$ cat config.mk
export PLATFORM = sky130hd
export DESIGN_NAME = xor_cipher_pipe
export DESIGN_NICKNAME = d
export VERILOG_FILES = /design/src/rtl/xor_cipher_pkg.sv /design/src/rtl/xor_cipher_round.sv /design/src/rtl/xor_cipher_pipe.sv
export SDC_FILE = /design/constraint.sdc
export NUM_CORES = 1
export LEC_CHECK = 0
export ABC_AREA = 1
export CAP_MARGIN = 30
export CELL_PAD_IN_SITES_DETAIL_PLACEMENT = 2
export CELL_PAD_IN_SITES_GLOBAL_PLACEMENT = 2
export CORE_UTILIZATION = 30
export DETAILED_ROUTE_END_ITERATION = 10
export HOLD_SLACK_MARGIN = 0.03
export PLACE_DENSITY = 0.92
export SLEW_MARGIN = 30
export SYNTH_ARGS = -nofsm -noshare
export SYNTH_HDL_FRONTEND = slang
export SYNTH_SLANG_ARGS = --single-unit
$ cat constraint.sdc
create_clock -name clk -period 1.6 [get_ports clk]
set_input_delay 0.48 -clock clk [delete_from_list [all_inputs] [get_ports clk]]
set_output_delay 0.48 -clock clk [all_outputs]
set_load 0.005 [all_outputs]
$ cat src/rtl/xor_cipher_pkg.sv
// xor_cipher_pkg: key-load FSM state encoding and a width-generic rotate-left helper.
package xor_cipher_pkg;
    localparam int MAX_W = 64;
    typedef enum logic [1:0] {S_NOKEY, S_RUN, S_DRAIN} state_e;
    // Rotate the low w bits of x left by amt; callers zero-extend into and truncate out of MAX_W.
    function automatic logic [MAX_W-1:0] rotl(input logic [MAX_W-1:0] x, input int amt, input int w);
        int n;
        logic [MAX_W-1:0] m;
        n = amt % w;
        m = {MAX_W{1'b1}} >> (MAX_W - w);
        return ((x << n) | ((x & m) >> (w - n))) & m;
    endfunction
endpackage

$ cat src/rtl/xor_cipher_round.sv
// xor_cipher_round: one cipher stage, data/valid register fed by (data ^ rotl(key, IDX)) rotated by 1.
// Ports: clk, reset_n (async active-low), en_i (stage advance), valid_i/data_i (stage input),
//        key_i (installed key), valid_o/data_o (registered stage output).
module xor_cipher_round #(
    parameter int DATA_W = 8,
    parameter int IDX    = 0
) (
    input  logic              clk,
    input  logic              reset_n,
    input  logic              en_i,
    input  logic              valid_i,
    input  logic [DATA_W-1:0] data_i,
    input  logic [DATA_W-1:0] key_i,
    output logic              valid_o,
    output logic [DATA_W-1:0] data_o
);
    import xor_cipher_pkg::*;
    logic [DATA_W-1:0] rk, d_d, d_q;
    logic v_q;
    assign rk  = DATA_W'(rotl(MAX_W'(key_i), IDX % DATA_W, DATA_W));
    assign d_d = DATA_W'(rotl(MAX_W'(data_i ^ rk), 1, DATA_W));
    always_ff @(posedge clk or negedge reset_n) begin
        if (!reset_n) begin
            v_q <= 1'b0;
            d_q <= '0;
        end else if (en_i) begin
            v_q <= valid_i;
            d_q <= d_d;
        end
    end
    assign valid_o = v_q;
    assign data_o  = d_q;
endmodule

$ cat src/rtl/xor_cipher_pipe.sv
// xor_cipher_pipe: ROUNDS-stage pipelined XOR/rotate cipher with valid/ready streaming and guarded key load.
// Ports: clk, reset_n (async active-low); key_in/key_load request a key, key_ack/key_err pulse the outcome,
//        keyed flags an installed key; in_data/in_valid/in_ready plaintext stream; out_data/out_valid/
//        out_ready ciphertext stream; blk_cnt counts delivered blocks (wraps).
// Option: define KEY_PARITY_CHECK_EN to store a key parity bit and add a sticky key_fault output that
//         blocks both stream handshakes until reset.
module xor_cipher_pipe #(
    parameter int DATA_W = 8,
    parameter int ROUNDS = 2,
    parameter int CNT_W  = 16
) (
    input  logic              clk,
    input  logic              reset_n,
    input  logic [DATA_W-1:0] key_in,
    input  logic              key_load,
    output logic              key_ack,
    output logic              key_err,
    output logic              keyed,
    input  logic [DATA_W-1:0] in_data,
    input  logic              in_valid,
    output logic              in_ready,
    output logic [DATA_W-1:0] out_data,
    output logic              out_valid,
    input  logic              out_ready,
    output logic [CNT_W-1:0]  blk_cnt
`ifdef KEY_PARITY_CHECK_EN
    ,
    output logic              key_fault
`endif
);
    import xor_cipher_pkg::*;
    state_e state_q;
    logic [DATA_W-1:0] key_q;
    logic ack_q, err_q, advance, req, key_ok, drained, load, reject, fault;
    logic [CNT_W-1:0] cnt_q;
    logic [ROUNDS-1:0] sv;
    logic [DATA_W-1:0] sd [ROUNDS];
    // key_load is still high while its own ack/err pulse is visible; ignore it then so one request
    // yields exactly one outcome.
    assign req     = key_load & !ack_q & !err_q;
    assign key_ok  = |key_in;
    assign drained = (state_q == S_DRAIN) & key_load & ~|sv;
    assign load    = key_ok & (((state_q == S_NOKEY) & req) | drained);
    assign reject  = !key_ok & (((state_q == S_NOKEY) & req) | drained);
    assign out_valid = sv[ROUNDS-1] & !fault;
    assign out_data  = sd[ROUNDS-1];
    assign advance   = !out_valid | out_ready;
    assign in_ready  = advance & (state_q == S_RUN) & !key_load & !fault;
    assign keyed     = state_q != S_NOKEY;
    assign key_ack   = ack_q;
    assign key_err   = err_q;
    assign blk_cnt   = cnt_q;
    for (genvar g = 0; g < ROUNDS; g++) begin : g_round
        logic [DATA_W-1:0] d_in;
        logic v_in;
        if (g == 0) begin : g_first
            assign d_in = in_data;
            assign v_in = in_valid & in_ready;
        end else begin : g_next
            assign d_in = sd[g-1];
            assign v_in = sv[g-1];
        end
        xor_cipher_round #(.DATA_W(DATA_W), .IDX(g)) u_round (
            .clk(clk), .reset_n(reset_n), .en_i(advance), .valid_i(v_in),
            .data_i(d_in), .key_i(key_q), .valid_o(sv[g]), .data_o(sd[g])
        );
    end
    always_ff @(posedge clk or negedge reset_n) begin
        if (!reset_n) begin
            state_q <= S_NOKEY;
            key_q   <= '0;
            ack_q   <= 1'b0;
            err_q   <= 1'b0;
        end else begin
            ack_q <= load;
            err_q <= reject;
            if (load) key_q <= key_in;
            case (state_q)
                S_NOKEY: if (load) state_q <= S_RUN;
                S_RUN:   if (req) state_q <= S_DRAIN;
                S_DRAIN: if (!key_load | drained) state_q <= S_RUN;
                default: state_q <= S_NOKEY;
            endcase
        end
    end
    always_ff @(posedge clk or negedge reset_n) begin
        if (!reset_n) cnt_q <= '0;
        else if (out_valid & out_ready) cnt_q <= cnt_q + CNT_W'(1);
    end
`ifdef KEY_PARITY_CHECK_EN
    logic par_q, fault_q;
    always_ff @(posedge clk or negedge reset_n) begin
        if (!reset_n) begin
            par_q   <= 1'b0;
            fault_q <= 1'b0;
        end else begin
            if (load) par_q <= ^key_in;
            if (^key_q != par_q) fault_q <= 1'b1;
        end
    end
    assign fault     = fault_q;
    assign key_fault = fault_q;
`else
    assign fault = 1'b0;
`endif
endmodule

[Yosys cells after proc, flatten, opt, wreduce, memory -nomap -nowiden]
Cells that the tools add are included.
Word-level totals
  register bits: 46
  input port bits: 21
  output and inout bits: 29
  word-level logic and storage cells: 49
Operators by class
  add/subtract/negate cells: 1
  eq/ne operators: 5
  mux-type cells: 4
  bitwise logic cells: 19
  reductions and logical operators: 11
Operators by type and width (number)
  $or A8 B1 Y8: 3
  $add A16 B1 Y16 const B: 1
  $xor A8 B8 Y8: 2
  $and A1 B1 Y1: 11
  $reduce_or A8 Y1: 1
  $logic_not A1 Y1: 6
  $mux W2: 3
  $pmux W2 S3: 1
  $ne A2 B2 Y1 const B: 2
  $or A1 B1 Y1: 3
  $reduce_and A3 Y1: 1
  $eq A2 B1 Y1 const B: 1
  $eq A2 B2 Y1 const B: 1
  $logic_not A2 Y1: 1
  $ne A2 B1 Y1 const B: 1
  $reduce_bool A2 Y1: 1
  $reduce_or A2 Y1: 1

[Longest topological paths before layout]
Gate-level depths: netlist of the first run.
  word-level depth: 8
  depth in mapped cells: 9
  gate-level depth less buffers: 9

[By module]
A second synthesis of the first run with hierarchy kept.
Second synthesis, totals
  cell total of the unflattened synthesis: 309
  area, all modules: 2412.3 sq um
Modules (own cells, without submodules)
  xor_cipher_pipe: times used 1, cells an instance 169, area an instance 1468.9 sq um, sequential area each 700.7 sq um
  xor_cipher_round: times used 2, cells an instance 70, area an instance 471.7 sq um, sequential area each 225.2 sq um

[Worst setup path after synthesis of the first run]
OpenSTA, ideal clock, no wires.
  path kind: input to register
  from: input key_in[0]
  to: register state_q[0]
  arrival: 1.214 ns
  path slack: 0.265 ns
  stages on the path: 7
  buffers on the path: 1
  cell sequence: inv_1 nand2_1 nor3_1 nand2_2 nand2_4 buf_12 a21oi_2
On the way
  cells in the longest elaborated chain, start to end: 4
RTL lines
  start, declared: RTL line xor_cipher_pipe.sv:14  | input logic [DATA_W-1:0] key_in,
  $reduce_or A8 Y1: RTL line xor_cipher_pipe.sv:41  | assign key_ok = |key_in;
  $and A1 B1 Y1: RTL line xor_cipher_pipe.sv:43  | assign load = key_ok & (((state_q == S_NOKEY) & req) | drained);
  $ne A2 B2 Y1 (no line)
  $reduce_and A3 Y1 (no line)
  end signal, assigned: RTL line xor_cipher_pipe.sv:70  | state_q <= S_NOKEY;
  end signal, assigned: RTL line xor_cipher_pipe.sv:79  | S_NOKEY: if (load) state_q <= S_RUN;
  end signal, assigned: RTL line xor_cipher_pipe.sv:80  | S_RUN: if (req) state_q <= S_DRAIN;
  end, declared: RTL line xor_cipher_pipe.sv:32  | state_e state_q;
Every way passes these cells.
A chain may end at the register's enable or synchronous reset.

[Final worst setup path of the first run]
  from: register state_q[1]
  to: output in_ready
On the way
  cells in the longest elaborated chain, start to end: 3
RTL lines
  $eq A2 B1 Y1: RTL line xor_cipher_pipe.sv:48  | assign in_ready = advance & (state_q == S_RUN) & !key_load & !fault;
  $and A1 B1 Y1 (2 in a row): RTL line xor_cipher_pipe.sv:48
  end, declared: RTL line xor_cipher_pipe.sv:21  | output logic in_ready,
Every way passes these cells.

==> qor.yml, run 1 <==
max-slew-margin-rel: 0.791
endpoint_kind: "primary output"
track_usage: 0.196
yosysWarnings: 0
syn_avg_cell_area_um2: 9.04
clk_path_buf_depth: 2
dp_hpwl_mm: 4.59
fin_skew_ns: 0.0125
period_minus_slack_ns: 1.75
worstPathRequired_ns: 1.12
cts_tree: "done"
finish.utilization: 0.473
violations: "negative setup slack"
power_density_nw_per_um2: 1510
grt_overflow: 0
grt_pass1_vias: 2257
gp_congestion: 0.785
worstHoldPathType: "input port to asynchronous set/reset pin"
cts.sinks: 46
drt_pass1_iterations: 4
clk_latency_ns: 0.30
start_kind: "flip-flop"
rsz0062_at_grt: "yes"
yosysSeqAreaShare: 0.526
core-area_um2: 6910
fin_ws_ns: -0.146
hold_violations: 0
wl_per_cell_um: 16.0
ios: 50
ys_types: 23
ys_ff_latch: 46
drt_iter0_markers: 34
routed_via_density: 4.50
drive_gt1_frac: 0.259
grt_antenna_before_repair: 0
synth_cells: 242
vias: 1960
clk_pin_slew_worst_paths_ns: 0.09
min_period_over_period: 1.09
ant_nets: 0
drc: 0
fmax_mhz: 573
wl_mm: 6.97
mostFrequentLayoutCells: "nand2_1 (64), dfrtp_1 (46), buf_4 (43)"
antenna_cells: 0
worstPathMaxFanout: 2
fp.dieW_um: 87.4
cts_buffers: 5
grt_pass1_wl_mm: 11.1
status: "finished, violations left"
tns_ns: -0.257
rows: 30
start_util: 0.317
p_leak_nw: 1.64
syn_nets: 264
ir_drop_mv: 0.526
dieArea_um2: 7640
cts_hold_buf: 0
ctsHtreeMaxLevel: 2
layout_commonest_cell: "nand2_1"
critical_path_class: "flip-flop to primary output"
die_y_um: 87.4
root_buffer: "clkbuf_8"
fin_nets: 361
worstMarginPinSlew_ns: 0.310
setup_viol: 2
report.final.slew_viol_count: 0
maxCapViolCount: 0
io_buffer_count: 49
area_delta_synth_final_pct: 49.3
crit_arrival_ns: 1.27
p_total_mw: 4.95
synth_area_um2: 2190
post-place-ws_ns: -0.680
grt_max_degree: 47
## cells by family (layout without fill, tap and decap cells)
logic type,after synthesis,count (layout),share of synthesized area
AO/OA/AOI/OAI,25,25,0.0658
AND/OR/NAND/NOR,109,109,0.227
adder cells (fa/ha/maj),1,1,0.00572
flip-flops,46,46,0.526
buffers and inverters,34,132,0.0675
XOR/XNOR,27,27,0.108
## cells in the mapped netlist
cell      count  share of area
nand2_4       2          0.010
nand3_1      10          0.023
dfrtp_1      46           0.53
nand2_2       7          0.020
xor2_1        7          0.028
inv_2         1         0.0017
nor3_2        2         0.0091
nor2_4        1         0.0051
o21ai_2       4          0.016
xnor2_1      20          0.080
nor2_1       12          0.021
buf_2         2         0.0046
o21ai_0      20          0.046
nand4_1       1         0.0029
ha_1          1         0.0057
nor2_2        4          0.011
nand3_2       1         0.0046
nand2_1      66           0.11
nor3_1        3         0.0069
buf_12        1         0.0091
a21oi_2       1         0.0040
clkbuf_2      1         0.0023
inv_1        29          0.050
## metrics by stage
step                      instances  hold WS, ns  cell area (µm²)
final                           436        0.137             3270
after global routing            436        0.149             3270
after CTS                       432        0.159             3210
after detailed placement        403        0.476             2920
after global placement          403        0.467             2920
after floorplan                 242        0.184             2190
## where the power goes
group	switching (mW)	total, mW	internal (mW)
Sequential	0.325	1.91	1.58
Combinational	0.960	1.96	1.00
Clock	0.416	1.08	0.667
## state kept, by name (all words and copies together) (netlist names)
| name | cells |
|---|---|
| blk_cnt | 16 |
| g_round.u_round.data_o | 16 |
| g_round.u_round.valid_o | 2 |
| key_ack | 1 |
| key_err | 1 |
| key_q | 8 |
| state_q | 2 |
## per-layer routing
metal | routed length [µm] | global-route usage | vias up
met5 | 0 | 0 | -
met2 | 3980 | 0.398 | 39
met4 | 99 | 0.0611 | 0
li1 | - | - | 932
met1 | 2720 | 0.203 | 983
met3 | 176 | 0.0265 | 6
## final cells by class
class / count / area, µm²
multi-input combinational: 162 / 941
sequential: 46 / 1150
fill: 776 / 3640
inverter: 30 / 113
clock buffer: 6 / 82.6
tap: 96 / 120
clock inverter: 2 / 60.1
timing repair buffer: 94 / 801
## what timing repair did
action,in CTS,in global routing
buffers inserted,21,4
resized for setup,38,10
endpoints found under the setup margin,32,15
pin swaps,2,4
hold endpoints to repair,0,0
## critical path, stage by stage (launching register included)
cell and delay [ns]:
dfrtp_1 0.38, buf_4 0.13, nor2_2 0.11, inv_2 0.07, nor3_2 0.13, buf_2 0.14
## path summary, 6_finish.rpt
check | start | cells past startpoint | slack [ns] | end
min | reset_n | 2 | 0.14 | blk_cnt[6]
min in group clk | g_round[1].u_round.data_o[7] | 2 | 0.49 | g_round[1].u_round.data_o[7]
max reg2reg | blk_cnt[0] | 10 | 0.11 | blk_cnt[12]
min reg2reg | g_round[1].u_round.data_o[7] | 2 | 0.49 | g_round[1].u_round.data_o[7]
max in group asynchronous | reset_n | 2 | 1.22 | g_round[1].u_round.data_o[7]
max | state_q[1] | 5 | -0.15 | in_ready
Power figures use the tool's default switching activity.
==> inputs of run 2 (changes only) <==
GPL_ROUTABILITY_DRIVEN = 1   (was not set)
==> results of run 2 <==
Same layout as run 1: the final DEF is identical, and so are final timing and power.
==> inputs of run 3 (changes only) <==
CORE_UTILIZATION = 37   (was 30)
DONT_BUFFER_PORTS = 1   (was not set)
PLACE_DENSITY = 0.9   (was 0.92)
==> run 3 against run 2 <==
Effect of this change:
- highest routed layer unchanged
- global-route usage down 1.7 points
- the run now ends clean
- critical path type unchanged
- via count down 20%
- combinational power down 43%
- worst setup slack better by 0.16 ns
- largest cell class unchanged
- sequential power up 5%
- die area down 19%
==> qor.yml, run 3 (synthesis gave the netlist of run 1 again) <==
status: "complete, no violations"
worstPathMaxFanout: 3  # +1
hold_violations: 0  # unchanged
fin_ws_ns: 0.0186  # +0.165 ns
ios: 50  # unchanged
layout_commonest_cell: "nand2_1"
ctsHtreeMaxLevel: 2  # unchanged
multi_input_area_um2: 907  # -3.6%
worstMarginPinSlew_ns: 0.339  # +0.0295 ns
period_minus_slack_ns: 1.58  # -0.165 ns
cts_tree: "done"
track_usage: 0.179  # -0.0167
regArea_um2: 1150  # +0.22%
grt_pass1_wl_mm: 8.61  # -22%
report.final.slew_viol_count: 0  # unchanged
fin_hold_ws_ns: 0.306  # +0.169 ns
critical_path_class: "flip-flop to primary output"
crit_chain: "buf_4, nor2_2, inv_1"
fmax_mhz: 632  # +10%
vias: 1574  # -20%
ir_drop_mv: 0.546  # +3.7%
fillCellCount: 647  # -17%
placed_area_um2: 2250  # -23%
tns_ns: 0  # +0.257 ns
worstPathRequired_ns: 1.12  # about the same
p_total_mw: 3.98  # -20%
start_kind: "flip-flop"
fp.dieW_um: 78.9  # -9.7%
clk_pin_slew_worst_paths_ns: 0.09  # about the same
wl_mm: 4.96  # -29%
post-place-ws_ns: 0.0909  # +0.771 ns
routed_via_density: 4.89  # +8.7%
fin_skew_ns: 0.00741  # -0.00508 ns
io_buffer_count: 0  # -100%
root_buffer: "clkbuf_8"
maxCapViolCount: 0  # unchanged
gp_congestion: 0.743  # -5.4%
start_util: 0.390  # +0.0734
clk_path_buf_depth: 2  # unchanged
setup_viol: 0  # -2
holdPathStages: 2
max-slew-margin-rel: 0.772  # -0.0192
grt_overflow: 0  # unchanged
worstHoldPathType: "input port to flip-flop"
crit_arrival_ns: 1.10  # -0.17 ns
endpoint_kind: "primary output"
clk_latency_ns: 0.29  # about the same
rows: 27  # -10%
grt_antenna_before_repair: 0  # unchanged
power_density_nw_per_um2: 1640  # +8.4%
drive_gt1_frac: 0.156  # -0.103
drt_pass1_iterations: 4  # unchanged
cts_buffers: 5  # unchanged
final_area_um2: 2420  # -26%
ant_nets: 0  # unchanged
grt_max_degree: 47  # unchanged
grt_pass1_vias: 1801  # -20%
mostFrequentLayoutCells: "nand2_1 (65), dfrtp_1 (44), inv_1 (28)"
wl_per_cell_um: 15.4  # -3.7%
drc: 0  # unchanged
cpPeakStageDelay_ns: 0.41  # +0.03 ns
rsz0062_at_grt: "yes"
fin_nets: 271  # -25%
core-area_um2: 5610  # -19%
antenna_cells: 0  # unchanged
drt_iter0_markers: 34  # unchanged
dp_hpwl_mm: 3.83  # -17%
area_delta_synth_final_pct: 10.7
rr_worst_depth: 7  # -3
p_leak_nw: 1.12  # -32%
crit_path_top_delay_cell: "dfrtp_1"
cts.sinks: 46  # unchanged
die_y_um: 78.9  # -9.7%
dieArea_um2: 6230  # -19%
min_period_over_period: 0.988  # -0.103
-- run 3: cell types whose count changed in the layout (fill, tap and decap cells not counted), sizes merged --
cell	before	now
buf	47	3
bufinv	2	1
clkbuf	6	7
clkdlybuf4s50	17	0
dlygate4sd2	29	0
dlygate4sd3	0	1
dlymetal6s2s	1	0
-- run 3: timing repair --
item,4_1_cts,5_1_grt
endpoints found under the hold margin,46,0
hold buffers,2,0
pin swaps,0,1
resized for setup,2,5
buffers inserted,0,1
endpoints found under the setup margin,1,4
-- run 3: final cells by class --
class                   instances  share of cell area
clock buffers                   7              0.0315
repair buffers                  4              0.0217
multi-input cells             162               0.374
flip-flops and latches         46               0.476
inverters                      30              0.0465
clock inverters                 1              0.0124
well taps                      72              0.0372
-- run 3: power breakdown --
group	internal, mW	switching (mW)
Combinational	0.505	0.602
Sequential	1.59	0.425
Clock	0.468	0.390
-- run 3: through the flow --
step,utilization,instances
floorplan,-,242
global placement,0.402,311
detailed placement,0.402,311
CTS,0.429,321
global route,0.432,322
finish,0.432,322
-- run 3: path summary, 6_finish.rpt --
path,from,endpoint,slack [ns]
max in group asynchronous,reset_n,g_round[0].u_round.data_o[4],0.68
max reg2reg,state_q[0],key_q[5],0.15
max,state_q[0],keyed,0.02
min,in_valid,g_round[0].u_round.valid_o,0.31
min in group asynchronous,reset_n,blk_cnt[4],0.70
min reg2reg,g_round[0].u_round.data_o[2],g_round[0].u_round.data_o[2],0.51
-- run 3: critical path: cells and delay by family, from the launching register on --
family	cells	cell delay, ns
flip-flops	1	0.41
buffers and inverters	2	0.23
AND/OR/NAND/NOR	1	0.17
-- run 3: layer usage --
layer  routed length, µm  part of all wire  up-vias  global-route usage
met5                   0                 0        -                   0
met4                  30            0.0061        0              0.0382
met3                 248             0.050        4              0.0483
met2                2580              0.52       36               0.326
met1                2100              0.42      783               0.210
li1                    -                 -      751                   -
